<file path="src/rtl/pll_lock_supervisor.sv">
// pll_lock_supervisor: sequences PLL reset, qualifies pll_lock and gates sys_rst_n on a stable lock.
// Build option: define PLL_SUP_GLITCH_FILTER_EN so that lock dropouts of 1-3 cycles in RUN are ignored.
module pll_lock_supervisor #(
  parameter int unsigned RST_PULSE_CYCLES = 16,
  parameter int unsigned LOCK_TIMEOUT     = 100000,
  parameter int unsigned STABLE_CYCLES    = 1024,
  parameter int unsigned MAX_RETRY        = 3
) (
  input  logic       clk,
  input  logic       rst_n,
  input  logic       pll_lock,
  input  logic       restart,
  output logic       pll_rst,
  output logic       sys_rst_n,
  output logic       locked,
  output logic       fail,
  output logic [7:0] relock_cnt
);

  localparam int unsigned RST_W = $clog2(RST_PULSE_CYCLES + 1);
  localparam int unsigned TO_W  = $clog2(LOCK_TIMEOUT + 1);
  localparam int unsigned STB_W = $clog2(STABLE_CYCLES + 1);
  localparam int unsigned RTY_W = $clog2(MAX_RETRY + 1);

  localparam logic [RST_W-1:0] RST_LAST = RST_W'(RST_PULSE_CYCLES - 1);
  localparam logic [TO_W-1:0]  TO_LAST  = TO_W'(LOCK_TIMEOUT - 1);
  localparam logic [STB_W-1:0] STB_LAST = STB_W'(STABLE_CYCLES - 1);
  localparam logic [RTY_W-1:0] RTY_LAST = RTY_W'(MAX_RETRY - 1);

  typedef enum logic [2:0] {
    ST_PLL_RST   = 3'd0,
    ST_WAIT_LOCK = 3'd1,
    ST_STABLE    = 3'd2,
    ST_RUN       = 3'd3,
    ST_FAIL      = 3'd4
  } state_e;

  state_e            state_q, state_d;
  logic [1:0]        sync_q;
  logic              lock_s;
  logic              lock_loss_s;
  logic [RST_W-1:0]  rst_cnt_q, rst_cnt_d;
  logic [TO_W-1:0]   to_cnt_q, to_cnt_d;
  logic [STB_W-1:0]  stb_cnt_q, stb_cnt_d;
  logic [RTY_W-1:0]  retry_q, retry_d;
  logic [7:0]        relock_cnt_q, relock_cnt_d;
  logic              pll_rst_q, pll_rst_d;
  logic              sys_rst_n_q, sys_rst_n_d;
  logic              locked_q, locked_d;
  logic              fail_q, fail_d;

  // Two-flop synchronizer for the asynchronous lock flag
  always_ff @(posedge clk or negedge rst_n) begin
    if (!rst_n) begin
      sync_q <= 2'b00;
    end else begin
      sync_q <= {sync_q[0], pll_lock};
    end
  end

  assign lock_s = sync_q[1];

`ifdef PLL_SUP_GLITCH_FILTER_EN
  logic [1:0] low_cnt_q, low_cnt_d;

  // Lock loss in RUN only after four consecutive low samples
  always_comb begin
    low_cnt_d   = 2'd0;
    lock_loss_s = 1'b0;
    if ((state_q == ST_RUN) && !lock_s) begin
      if (low_cnt_q == 2'd3) begin
        lock_loss_s = 1'b1;
        low_cnt_d   = low_cnt_q;
      end else begin
        low_cnt_d = low_cnt_q + 2'd1;
      end
    end else begin
      low_cnt_d = 2'd0;
    end
  end

  // Dropout length register
  always_ff @(posedge clk or negedge rst_n) begin
    if (!rst_n) begin
      low_cnt_q <= 2'd0;
    end else begin
      low_cnt_q <= low_cnt_d;
    end
  end
`else
  assign lock_loss_s = (state_q == ST_RUN) && !lock_s;
`endif

  // Next-state, counters and output decode
  always_comb begin
    state_d      = state_q;
    rst_cnt_d    = rst_cnt_q;
    to_cnt_d     = to_cnt_q;
    stb_cnt_d    = stb_cnt_q;
    retry_d      = retry_q;
    relock_cnt_d = relock_cnt_q;

    if (restart) begin
      state_d = ST_PLL_RST;
      retry_d = {RTY_W{1'b0}};
    end else begin
      case (state_q)
        ST_PLL_RST: begin
          if (rst_cnt_q == RST_LAST) begin
            state_d = ST_WAIT_LOCK;
          end else begin
            rst_cnt_d = rst_cnt_q + RST_W'(1);
          end
        end
        ST_WAIT_LOCK: begin
          // A lock seen on the timeout cycle still wins
          if (lock_s) begin
            state_d = ST_STABLE;
          end else if (to_cnt_q == TO_LAST) begin
            retry_d = retry_q + RTY_W'(1);
            if (retry_q == RTY_LAST) begin
              state_d = ST_FAIL;
            end else begin
              state_d = ST_PLL_RST;
            end
          end else begin
            to_cnt_d = to_cnt_q + TO_W'(1);
          end
        end
        ST_STABLE: begin
          if (!lock_s) begin
            state_d = ST_WAIT_LOCK;
          end else if (stb_cnt_q == STB_LAST) begin
            state_d = ST_RUN;
            retry_d = {RTY_W{1'b0}};
          end else begin
            stb_cnt_d = stb_cnt_q + STB_W'(1);
          end
        end
        ST_RUN: begin
          if (lock_loss_s) begin
            state_d = ST_PLL_RST;
            if (relock_cnt_q != 8'hFF) begin
              relock_cnt_d = relock_cnt_q + 8'd1;
            end else begin
              relock_cnt_d = relock_cnt_q;
            end
          end else begin
            state_d = ST_RUN;
          end
        end
        ST_FAIL: begin
          state_d = ST_FAIL;
        end
        default: begin
          state_d = ST_PLL_RST;
        end
      endcase
    end

    if (restart || (state_d != state_q)) begin
      rst_cnt_d = {RST_W{1'b0}};
      to_cnt_d  = {TO_W{1'b0}};
      stb_cnt_d = {STB_W{1'b0}};
    end else begin
      rst_cnt_d = rst_cnt_d;
    end

    // sys_rst_n drops on the same edge that leaves RUN, so lock loss is seen one cycle after detection
    pll_rst_d   = (state_q == ST_PLL_RST);
    fail_d      = (state_q == ST_FAIL);
    sys_rst_n_d = (state_q == ST_RUN) && (state_d == ST_RUN);
    locked_d    = sys_rst_n_d;
  end

  // State, counter and registered-output flops
  always_ff @(posedge clk or negedge rst_n) begin
    if (!rst_n) begin
      state_q      <= ST_PLL_RST;
      rst_cnt_q    <= {RST_W{1'b0}};
      to_cnt_q     <= {TO_W{1'b0}};
      stb_cnt_q    <= {STB_W{1'b0}};
      retry_q      <= {RTY_W{1'b0}};
      relock_cnt_q <= 8'd0;
      pll_rst_q    <= 1'b1;
      sys_rst_n_q  <= 1'b0;
      locked_q     <= 1'b0;
      fail_q       <= 1'b0;
    end else begin
      state_q      <= state_d;
      rst_cnt_q    <= rst_cnt_d;
      to_cnt_q     <= to_cnt_d;
      stb_cnt_q    <= stb_cnt_d;
      retry_q      <= retry_d;
      relock_cnt_q <= relock_cnt_d;
      pll_rst_q    <= pll_rst_d;
      sys_rst_n_q  <= sys_rst_n_d;
      locked_q     <= locked_d;
      fail_q       <= fail_d;
    end
  end

  assign pll_rst    = pll_rst_q;
  assign sys_rst_n  = sys_rst_n_q;
  assign locked     = locked_q;
  assign fail       = fail_q;
  assign relock_cnt = relock_cnt_q;

endmodule
</file>
<file path="config.mk">
export PLATFORM = sky130hd
export DESIGN_NAME = pll_lock_supervisor
export DESIGN_NICKNAME = d
export VERILOG_FILES = /design/src/rtl/pll_lock_supervisor.sv
export SDC_FILE = /design/constraint.sdc
export NUM_CORES = 1
export LEC_CHECK = 0
export BUFFER_PORTS_ARGS = -buffer_cell sky130_fd_sc_hd__buf_4
export CAP_MARGIN = 0
export CELL_PAD_IN_SITES_DETAIL_PLACEMENT = 1
export CELL_PAD_IN_SITES_GLOBAL_PLACEMENT = 1
export CORE_AREA = 2 2 97 99
export CTS_CLUSTER_SIZE = 14
export DETAILED_ROUTE_END_ITERATION = 16
export DIE_AREA = 0 0 99 101
export PLACE_DENSITY = 0.54
export SYNTH_ARGS = -nofsm -noshare
export SYNTH_HDL_FRONTEND = slang
export SYNTH_SLANG_ARGS = --single-unit
export TNS_END_PERCENT = 50
</file>
<file path="constraint.sdc">
create_clock -name clk -period 5.44 [get_ports clk]
set_clock_uncertainty 0.2 [all_clocks]
set_input_delay 0.272 -clock clk [delete_from_list [all_inputs] [get_ports clk]]
set_output_delay 0.272 -clock clk [all_outputs]
set_load 0.02 [all_outputs]
</file>
**Word level (Yosys, flattened, before mapping)**

Index checks and enable logic that the tools add are counted.

- Register bits after elaboration: 51
- Bits of input ports: 4
- Word-level logic and storage cells: 80

- $add $sub $neg: 5
- Eq/ne operators: 20
- Multiplexer cells: 29
- Bitwise logic cells: 1
- Reduce and logical (&&, ||, !) cells: 15

Operators by type and width:

| operator | number |
|---|---|
| $mux 17 | 5 |
| $mux 11 | 5 |
| $mux 3 | 7 |
| $mux 5 | 4 |
| $add 17x1->17 const B | 1 |
| $eq 17x17->1 const B | 1 |
| $pmux 3 s5 | 1 |
| $mux 2 | 6 |
| $ne 3x3->1 const B | 4 |
| $reduce_and 4->1 | 3 |
| $add 11x1->11 const B | 1 |
| $eq 11x10->1 const B | 1 |
| $ne 2x1->1 const B | 5 |
| $eq 3x2->1 const B | 3 |
| $add 8x1->8 const B | 1 |
| $ne 8x8->1 const B | 1 |
| $reduce_bool 2->1 | 4 |
| $add 5x1->5 const B | 1 |
| $eq 5x4->1 const B | 1 |
| $reduce_and 5->1 | 1 |
| $pmux 2 s2 | 1 |
| $eq 3x1->1 const B | 1 |
| $eq 3x3->1 const B | 1 |
| $logic_not 3->1 | 1 |
| 9 further kinds | 10 |

**Depth between registers and ports, before layout**

Gate-level depths: netlist of run 1.

- Word-level depth: 10
- Mapped depth: 8

**Worst setup path before layout of run 1**

Ideal clock, no wire load.

- Kind: register -> register
- Start: register to_cnt_q[14]
- End: register to_cnt_q[2]
- Arrival: 1937 ps
- Required time: 5113 ps
- Setup slack: 3176 ps
- Cell stages (with the launch flop): 7
- Path buffers: 1
- Period minus slack after synthesis: 2264 ps
- Path through: dfrtp_1 -> or4_1 -> or4_4 -> nor2_4 -> a211o_4 -> buf_6 -> a211oi_1

- Word-level cells in the longest chain between the ends: 9
- Elaborated cells on any way between the ends: 13
- Those cells by class: eq/ne (5); mux (5); reduce/logical (3)

RTL lines:

| what | line | RTL |
|---|---|---|
| from (decl) | 43 | `logic [TO_W-1:0] to_cnt_q, to_cnt_d;` |
| from (signal assigned) | 181 | `to_cnt_q <= {TO_W{1'b0}};` |
| from (signal assigned) | 192 | `to_cnt_q <= to_cnt_d;` |
| $eq 17x17->1 (*) | 119 | `end else if (to_cnt_q == TO_LAST) begin` |
| $mux 3 | 119 |  |
| $mux 3 | 117 | `if (lock_s) begin` |
| $pmux 3 s5 | 107 | `case (state_q)` |
| $mux 3 | 103 | `if (restart) begin` |
| $ne 3x3->1 | 161 | `if (restart \|\| (state_d != state_q)) begin` |
| $logic_or 1x1->1 | 161 |  |
| $ne 2x1->1 (no source line) or $reduce_bool 2->1 (tied branches) | - |  |
| $reduce_and 4->1 (no source line) | - |  |

Every way passes the cells marked *; elsewhere a longest branch is shown, timed or not.
A chain may end at the register's enable or synchronous reset.

**Worst setup path after layout of run 1**

- Start: register to_cnt_q[11]
- End: register to_cnt_q[3]

The elaborated chain is that of the path after synthesis.

==> results by group, run 1 <==
GRT
  – First-pass GRT wire length: ~10000 um
  – Overall Global Routing Usage: about 12%
  – Initial antenna violation count: 0
  – Largest net degree at the start of global routing: 52
  – Grt ovf: 0
  – Vias in the first global route: just over 2k

Placed design
  – DP Area: between 2000 and 3000 sq um
  – Pre-CTS setup slack: 2.88 ns
  – PortBufs: 15
  – GP Congestion: a little over 0.7
  – HPWL Detailed: between 3000 and 4000 um
  – # placed instances: approximately 380

Worst setup path
  – FF-to-FF setup slack: ~2.9 ns
  – Reg-to-reg endpoint: to_cnt_q[3]
  – CP startpoint: to_cnt_q[11]
  – R2R Path Start: to_cnt_q[11]
  – Worst Setup EP: to_cnt_q[3]
  – Crit path max fanout: 33
  – Worst setup EP type: flip-flop
  – Crit Path Class: reg2reg
  – Req. time, crit path: ~5.4 ns
  – Crit path arrival time: ~2.6 ns
  – Register-to-Register Path Depth: 5
  – Worst setup SP type: flip-flop

Cells and area
  – Fin cells: about 390
  – Fin nets: between 200 and 300
  – FILL cells: 1013
  – Layout area overhead: 11.8%
  – Most common cell after layout, fill and taps aside: dfrtp_1
  – Final core utilization: between 30% and 40%
  – Most frequent cells in the layout: 50 x dfrtp_1, 45 x nor2_1, 20 x xnor2_1, 15 x buf_4
  – Share of layout cells above drive strength 1: 12.3%
  – Ant. Diodes: 0
  – Design Area, Final: around 2900 sq um

Floorplanning
  – Die W: 99 um
  – Io pins: 16
  – Die area: approximately 10000 sq um
  – Core ar.: around 9000 sq um
  – Die Y: about 100 um
  – Initial core utilization: between 20 and 30%
  – # rows: 35

Min path
  – Hold Path Origin: sync_q[0]
  – Hold crit path type: reg2reg

Clock network
  – Clock-pin slew on the worst setup and hold paths: 0.11 ns
  – Worst skew pair latency: 0.31 ns
  – H-tree depth: 2
  – CTS sink cnt: a little over 50
  – CTS buffer count: 5
  – Clk buf depth: 2
  – CTS tree: built
  – Root buf cell: clkbuf_8
  – Post-CTS sizing: 0

Timing
  – RSZ-0062 raised after global routing: no
  – Setup ws final: around 2.9 ns
  – Highest Clock Rate: around 390 MHz
  – Setup-failing EPs final: 0
  – Minimum clock period: 2.55 ns
  – Hold Worst Slack: between 0.15 and 0.2 ns
  – Slew @ Worst Pin: around 0.8 ns
  – Max-slew violations: 0
  – Final hold vios: 0
  – Relative slew margins: 45.5%
  – Setup tns final: 0 ns
  – Final period util: between 40% and 50%

Yosys
  – Sequential-to-total area share from yosys stat: just under 50%
  – Synthesis Warnings: 0
  – Synthesized Nets: 271
  – Synth Cell Area: approximately 2600 sq um
  – Cell taking the most area after synthesis: dfrtp_1
  – Post-synthesis cell count: around 260
  – Synthesized flop and latch total: slightly above 50
  – Yosys top cell area share: a little under half
  – Top cells by area, synth: dfrtp_1 48%, xnor2_1 6.7%, nor2_1 6.4%, xor2_1 3.7%, nand4_1 3.1%
  – Library cells used by synthesis: 45
  – Synthesized area per cell: 10.0 sq um

Job
  – MaxCap Viol Count: 0

Detailed routing
  – Drt wl/cell: about 15 um
  – Vias per cell: 4.94
  – Via count: approximately 1.9k
  – 1st-pass router iterations: 4
  – Iter 0 DRT Violations: 44
  – Post-DRT Antenna Nets: 0
  – Final wirelength: about 5700 um
  – Drt drc: 0

Power
  – Final Power: between 0.6 and 0.7 mW
  – Pwr dens: 222 nW/um^2
  – Cell leakage power: 1.26 nW
  – VDD IR-drop max: 0.101 mV

Status
  – Status: finished clean
worst min path at each step:
stage	end	cells past startpoint
after floorplan	fail	0
after global placement	sync_q[1]	0
after detailed placement	sync_q[1]	0
after CTS	sync_q[1]	0
after global routing	sync_q[1]	0
final	sync_q[1]	0
state kept, by name (all words and copies together), names as in the netlist, 2 cells and up:
register    flops
retry_q         2
sync_q          2
rst_cnt_q       5
to_cnt_q       17
state_q         3
stb_cnt_q      11
relock_cnt      8
power breakdown:
part / switching, mW / leakage, nW / total [mW] / internal [mW]
Combinational: 0.0159 / 0.516 / 0.0225 / 0.00656
Clock: 0.147 / 0.0463 / 0.242 / 0.0949
Sequential: 0.00332 / 0.702 / 0.385 / 0.382
final cells by class:
cell class	instances	area (sq um)	share of cell area, %
sequential	51	1280	43.6
tap	111	139	4.74
inverter	9	33.8	1.15
multi-input combinational	191	1240	42.4
clock buffer	5	68.8	2.35
clock inverter	3	27.5	0.939
timing repair buffer	18	143	4.87
kinds of logic (layout without fill, tap and decap cells):
family / Yosys count / in the layout / share of synthesized area (%)
adder cells (fa/ha/maj): 6 / 6 / 2.86
AND/OR/NAND/NOR: 125 / 125 / 25.7
AO/OA/AOI/OAI: 25 / 25 / 6.87
XOR/XNOR: 31 / 31 / 10.4
multiplexers: 4 / 4 / 1.57
buffers and inverters: 19 / 35 / 3.91
flip-flops: 51 / 51 / 48.7
timing repair:
action                    in CTS  in global routing
hold buffers                   3                  0
buffers inserted               0                  0
hold endpoints to repair      54                  0
cells in the mapped netlist, drive strengths merged:
| library cell | instances |
|---|---|
| a22oi | 1 |
| xor2 | 11 |
| or3b | 1 |
| clkbuf | 3 |
| xnor2 | 20 |
| nor4bb | 1 |
| o21ai | 3 |
| ha | 6 |
| inv | 9 |
| nor2 | 47 |
| and4 | 4 |
| a211oi | 6 |
| nand2 | 13 |
| and2 | 3 |
| or4 | 3 |
| mux2 | 1 |
| nand4bb | 1 |
| nand3 | 12 |
| buf | 7 |
| o31a | 1 |
| a311oi | 1 |
| nor2b | 1 |
| mux2i | 3 |
| nor4b | 2 |
| dfrtp | 50 |
| o31ai | 2 |
| nor4 | 3 |
| nor3 | 7 |
| and3 | 10 |
| or2 | 2 |
| dfstp | 1 |
| o211ai | 1 |
| or4b | 2 |
| a21oi | 8 |
| a211o | 1 |
| nand4 | 13 |
| o2111a | 1 |
critical path, stage by stage (launching register included):
cell,delay (ns)
dfrtp_1,0.43
or4_1,0.52
or4_4,0.59
nor2_4,0.17
a211o_4,0.40
nor3_1,0.11
layer usage:
layer	global-route usage [%]	routed length (um)	vias to the layer above
met3	2.29	118	6
met1	17.1	2970	956
met4	3.79	79	0
met5	0	0	-
met2	20.2	2560	19
li1	-	-	937
Power figures use the tool's default switching activity.
==> run 2, diff against run 1 <==
--- a/config.mk
+++ b/config.mk
@@ -13,7 +13,7 @@
 export CTS_CLUSTER_SIZE = 14
 export DETAILED_ROUTE_END_ITERATION = 16
 export DIE_AREA = 0 0 99 101
-export PLACE_DENSITY = 0.54
+export PLACE_DENSITY = 0.56
 export SYNTH_ARGS = -nofsm -noshare
 export SYNTH_HDL_FRONTEND = slang
 export SYNTH_SLANG_ARGS = --single-unit
==> constraint.sdc (replaced) <==
create_clock -name clk -period 2.1 [get_ports clk]
set_clock_uncertainty 0.2 [all_clocks]
set_input_delay 0.105 -clock clk [delete_from_list [all_inputs] [get_ports clk]]
set_output_delay 0.105 -clock clk [all_outputs]
set_load 0.02 [all_outputs]
==> results by group, run 2 (synthesis results as in run 1) <==
Worst setup path
  – Number of cells on the critical path: 6
  – CP peak stage delay: around 0.6 ns
  – Crit Path Class: reg2reg
  – Crit path cell chain: or4b_4 > or4_4 > nor2_4 > a211o_4 > buf_12 > a211oi_1
  – Worst setup SP type: flip-flop
  – Crit path buffers/inverters: 1
  – Top delay family on crit path: simple AND/OR/NAND/NOR gates
  – Crit path arrival time: 2.33 ns
  – Crit path max fanout: 16
  – Crit path max-delay cell type: or4_4
  – FF-to-FF setup slack: -0.24 ns
  – Req. time, crit path: between 2 and 2.5 ns
  – Worst Setup EP: stb_cnt_q[10]
  – CP startpoint: to_cnt_q[13]
  – R2R Path Start: to_cnt_q[13]
  – Worst setup EP type: flip-flop
  – Register-to-Register Path Depth: 6
  – Reg-to-reg endpoint: stb_cnt_q[10]

Cells and area
  – Final core utilization: between 30% and 40%
  – Max reg flops: 17
  – Fin nets: 330
  – Layout area overhead: 27.1%
  – Ant. Diodes: 0
  – Most common cell after layout, fill and taps aside: buf_4
  – Most frequent cells in the layout: 56 x buf_4, 49 x dfrtp_1, 41 x nor2_1, 20 x xnor2_1
  – Largest Register: to_cnt_q
  – Share of layout cells above drive strength 1: 26.5%

GRT
  – Overall Global Routing Usage: between 10 and 15%
  – First-pass GRT wire length: between 10000 and 15000 um
  – Largest net degree at the start of global routing: 52
  – Grt ovf: 0
  – Vias in the first global route: between 2k and 2.5k
  – Initial antenna violation count: 0

Power
  – Cell leakage power: about 1.5 nW
  – VDD IR-drop max: about 0.27 mV
  – Pwr dens: 540 nW/um^2

Clock network
  – Root buf cell: clkbuf_8
  – CTS sink cnt: 51
  – CTS tree: built
  – Worst skew pair latency: roughly 0.31 ns
  – H-tree depth: 2
  – Clock-pin slew on the worst setup and hold paths: about 0.11 ns
  – Clk buf depth: 2
  – CTS buffer count: 5

Detailed routing
  – Met3 wire length: around 120 um
  – Post-DRT Antenna Nets: 0
  – Via count: around 2.1k
  – Final wirelength: roughly 6000 um
  – Highest routed layer: met4
  – Drt wl/cell: roughly 14 um
  – Vias per cell: 4.84
  – 1st-pass router iterations: 4
  – Met1 wire length: approximately 3000 um
  – Drt drc: 0
  – Iter 0 DRT Violations: 56
  – WL met2: between 2000 and 3000 um

Timing
  – Setup-failing EPs final: 37
  – Max-slew violations: 0
  – Final hold vios: 0
  – Setup ws final: -0.239 ns
  – Setup tns final: -7.51 ns
  – Relative slew margins: between 50% and 60%
  – Minimum clock period: ~2.3 ns
  – RSZ-0062 raised after global routing: yes
  – Hold Worst Slack: between 0.15 and 0.2 ns
  – Slew @ Worst Pin: between 0.6 and 0.7 ns
  – Final period util: 111%
  – Highest Clock Rate: around 430 MHz

Floorplanning
  – Die W: just under 100 um
  – Die area: around 10000 sq um
  – # rows: 35
  – Die Y: just over 100 um
  – Core ar.: between 8000 and 9000 sq um
  – Initial core utilization: between 20% and 30%
  – Io pins: 16

Status
  – Failing checks: negative setup slack
  – Status: finished with violations

Placed design
  – GP Congestion: 0.788
  – PortBufs: 15
  – Pre-CTS setup slack: -0.243 ns
  – HPWL Detailed: about 4400 um

Job
  – MaxCap Viol Count: 0

Min path
  – Hold crit path type: in2async
-- run 2: worst reg2reg max path: stages (launching register included) --
cell,delay (ns)
dfrtp_1,0.39
or4b_4,0.54
or4_4,0.59
nor2_4,0.12
a211o_4,0.19
buf_12,0.15
a211oi_1,0.06
-- run 2: repair_timing --
| action | in CTS | in global routing |
|---|---|---|
| endpoints found under the hold margin | 56 | 0 |
| setup endpoints to repair | 37 | 38 |
| pin swaps | 2 | 4 |
| buffers inserted | 1 | 3 |
| resized for setup | 0 | 9 |
| hold buffers | 3 | 0 |
-- run 2: cell type report --
class | count | area (sq um)
clock buffer | 5 | 68.8
clock inverter | 3 | 46.3
fill | 1024 | 5640
inverter | 9 | 33.8
multi-input combinational | 191 | 1270
sequential | 51 | 1280
tap | 111 | 139
timing repair buffer | 62 | 502
-- run 2: worst min path at each step --
stage	cells after the start	end	from	slack, ns
6_report	2	state_q[2]	rst_n	0.17
5_1_grt	0	sync_q[1]	sync_q[0]	0.19
4_1_cts	0	sync_q[1]	sync_q[0]	0.17
3_5_place_dp	1	to_cnt_q[4]	rst_n	0.001
3_3_place_gp	1	to_cnt_q[6]	rst_n	-0.009
2_1_floorplan	0	fail	rst_n	-0.39
-- run 2: report_power, final --
part	switching [mW]	internal [mW]	total [mW]
registers	0.00415	0.989	0.993
logic	0.0513	0.0376	0.0888
clock network	0.359	0.360	0.719
-- run 2: layer usage --
metal | global-route usage [%] | vias up
li1 | - | 1030
met1 | 17.4 | 1041
met2 | 20.7 | 17
met3 | 2.29 | 5
met4 | 3.48 | 0
met5 | 0 | -
-- run 2: stage by stage --
step | instance area [sq um] | cells | total power, mW
after floorplan | 2620 | 261 | 1.05
after global placement | 3130 | 417 | 1.10
after detailed placement | 3130 | 417 | 1.10
after CTS | 3280 | 429 | 1.84
after global routing | 3330 | 432 | 1.88
final | 3330 | 432 | 1.80
==> run 3, diff against run 2 <==
--- a/config.mk
+++ b/config.mk
@@ -9,10 +9,10 @@
 export CAP_MARGIN = 0
 export CELL_PAD_IN_SITES_DETAIL_PLACEMENT = 1
 export CELL_PAD_IN_SITES_GLOBAL_PLACEMENT = 1
-export CORE_AREA = 2 2 97 99
+export CORE_AREA = 2 2 115 84
 export CTS_CLUSTER_SIZE = 14
 export DETAILED_ROUTE_END_ITERATION = 16
-export DIE_AREA = 0 0 99 101
+export DIE_AREA = 0 0 117 86
 export PLACE_DENSITY = 0.56
 export SYNTH_ARGS = -nofsm -noshare
 export SYNTH_HDL_FRONTEND = slang
==> results by group, run 3 (synthesis results as in run 1) <==
Worst setup path
  – Top delay family on crit path: simple AND/OR/NAND/NOR gates
  – Crit path arrival time: ~2.4 ns
  – R2R Path Start: to_cnt_q[13]
  – Crit path buffers/inverters: 2
  – FF-to-FF setup slack: -0.23 ns
  – Reg-to-reg endpoint: state_q[2]
  – Crit path max-delay cell type: or4_4
  – Crit path max fanout: 4
  – CP dominant cell by count: buf_4
  – Worst setup EP type: flip-flop
  – Worst setup SP type: flip-flop
  – Crit Path Class: reg2reg
  – CP peak stage delay: 0.59 ns
  – Crit path cell chain: or4b_1 > or4_4 > buf_4 > nor2_4 > buf_4 > a21oi_1 > nor2_1
  – Req. time, crit path: 2.13 ns
  – Register-to-Register Path Depth: 7

Clock network
  – Clock-pin slew on the worst setup and hold paths: about 0.070 ns
  – Worst skew pair latency: approximately 0.3 ns
  – CTS buffer count: 5
  – H-tree depth: 2
  – Root buf cell: clkbuf_16
  – CTS sink cnt: 51
  – CTS tree: built
  – Clk buf depth: 2

Timing
  – Max-slew violations: 0
  – Relative slew margins: between 50% and 60%
  – Final period util: 111%
  – Highest Clock Rate: approximately 430 MHz
  – Setup ws final: -0.235 ns
  – RSZ-0062 raised after global routing: yes
  – Final hold vios: 0
  – Hold Worst Slack: approximately 0.17 ns
  – Slew @ Worst Pin: approximately 0.68 ns
  – Minimum clock period: 2.33 ns
  – Setup-failing EPs final: 37

Detailed routing
  – Met1 wire length: 3500 um
  – WL met2: 2570 um
  – Final wirelength: 6360 um
  – Via count: slightly above 2k
  – 1st-pass router iterations: 4
  – Post-DRT Antenna Nets: 0
  – Drt drc: 0
  – Drt wl/cell: 14.4 um
  – Highest routed layer: met4
  – Vias per cell: ~4.7
  – Iter 0 DRT Violations: 45
  – Met3 wire length: between 200 and 250 um

GRT
  – Vias in the first global route: roughly 2.1k
  – Initial antenna violation count: 0
  – Overall Global Routing Usage: between 10% and 20%
  – First-pass GRT wire length: approximately 11000 um
  – Grt ovf: 0
  – Largest net degree at the start of global routing: 52

Min path
  – Hold Path Depth: 0
  – Hold Path Origin: sync_q[0]
  – Hold Path End: sync_q[1]
  – Hold crit path type: reg2reg

Cells and area
  – Multi-input logic area: 1270 sq um
  – Reg area: roughly 1300 sq um
  – Ant. Diodes: 0
  – FILL cells: between 1k and 1.5k
  – Design Area, Final: around 3400 sq um
  – Layout area overhead: 28.8%
  – Largest Register: to_cnt_q
  – Share of layout cells above drive strength 1: between 20 and 25%
  – Fin nets: between 300 and 400
  – Max reg flops: 17
  – Most common cell after layout, fill and taps aside: buf_4
  – Most frequent cells in the layout: 53 x buf_4, 50 x dfrtp_1, 45 x nor2_1, 20 x xnor2_1

Power
  – Final Power: between 2 and 2.5 mW
  – Cell leakage power: between 1.5 and 2 nW
  – Pwr dens: roughly 600 nW/um^2
  – VDD IR-drop max: 0.454 mV

Floorplanning
  – Core ar.: a little under 9000 sq um
  – # rows: 29
  – Io pins: 16
  – Die area: 10100 sq um
  – Initial core utilization: 29.5%
  – Die W: about 120 um
  – Die Y: roughly 86 um

Placed design
  – PortBufs: 15
  – Pre-CTS setup slack: -0.209 ns
  – DP Area: a little over 3000 sq um
  – HPWL Detailed: around 4500 um
  – GP Congestion: just under 0.8

Job
  – MaxCap Viol Count: 0

Status
  – Failing checks: negative setup slack
  – Status: finished with violations
## run 3: power breakdown
part           leakage (nW)  total (mW)  internal, mW  switching, mW
sequential            0.702       0.995         0.990        0.00570
combinational         0.724      0.0813        0.0327         0.0486
clock                0.0868       0.966         0.593          0.373
total                  1.51        2.04          1.62          0.427
## run 3: area by class of cell
type,count,area share [%]
repair buffers,58,13.9
flip-flops and latches,51,37.8
well taps,124,4.59
clock inverters,2,1.04
multi-input cells,191,37.6
clock buffers,6,4.11
inverters,9,1.00
## run 3: metrics by stage
stage	std cells	setup TNS, ns	util, %
floorplan	261	-4.94	-
global placement	426	-6.13	35.1
detailed placement	426	-6.93	35.1
CTS	438	-7.01	37.5
global route	441	-9.00	38.0
finish	441	-6.90	38.0
## run 3: what timing repair did
action	4_1_cts	5_1_grt
setup buffers	1	3
hold buffers	3	0
endpoints found under the hold margin	55	0
pin swaps	2	4
gates resized for setup	1	5
endpoints found under the setup margin	37	37
## run 3: how the worst max path moves through the flow
stage	from	end	cells after the start
after global placement	to_cnt_q[14]	to_cnt_q[4]	6
after CTS	to_cnt_q[13]	stb_cnt_q[10]	6
after global routing	to_cnt_q[13]	state_q[2]	7
final	to_cnt_q[13]	state_q[2]	7
after detailed placement	to_cnt_q[14]	stb_cnt_q[10]	6
after floorplan	to_cnt_q[14]	to_cnt_q[2]	6
## run 3: routing by layer
metal / up-vias / GRT usage, %
met5: - / 0
met2: 21 / 18.7
li1: 1025 / -
met1: 1010 / 21.2
met4: 0 / 4.49
met3: 7 / 3.18
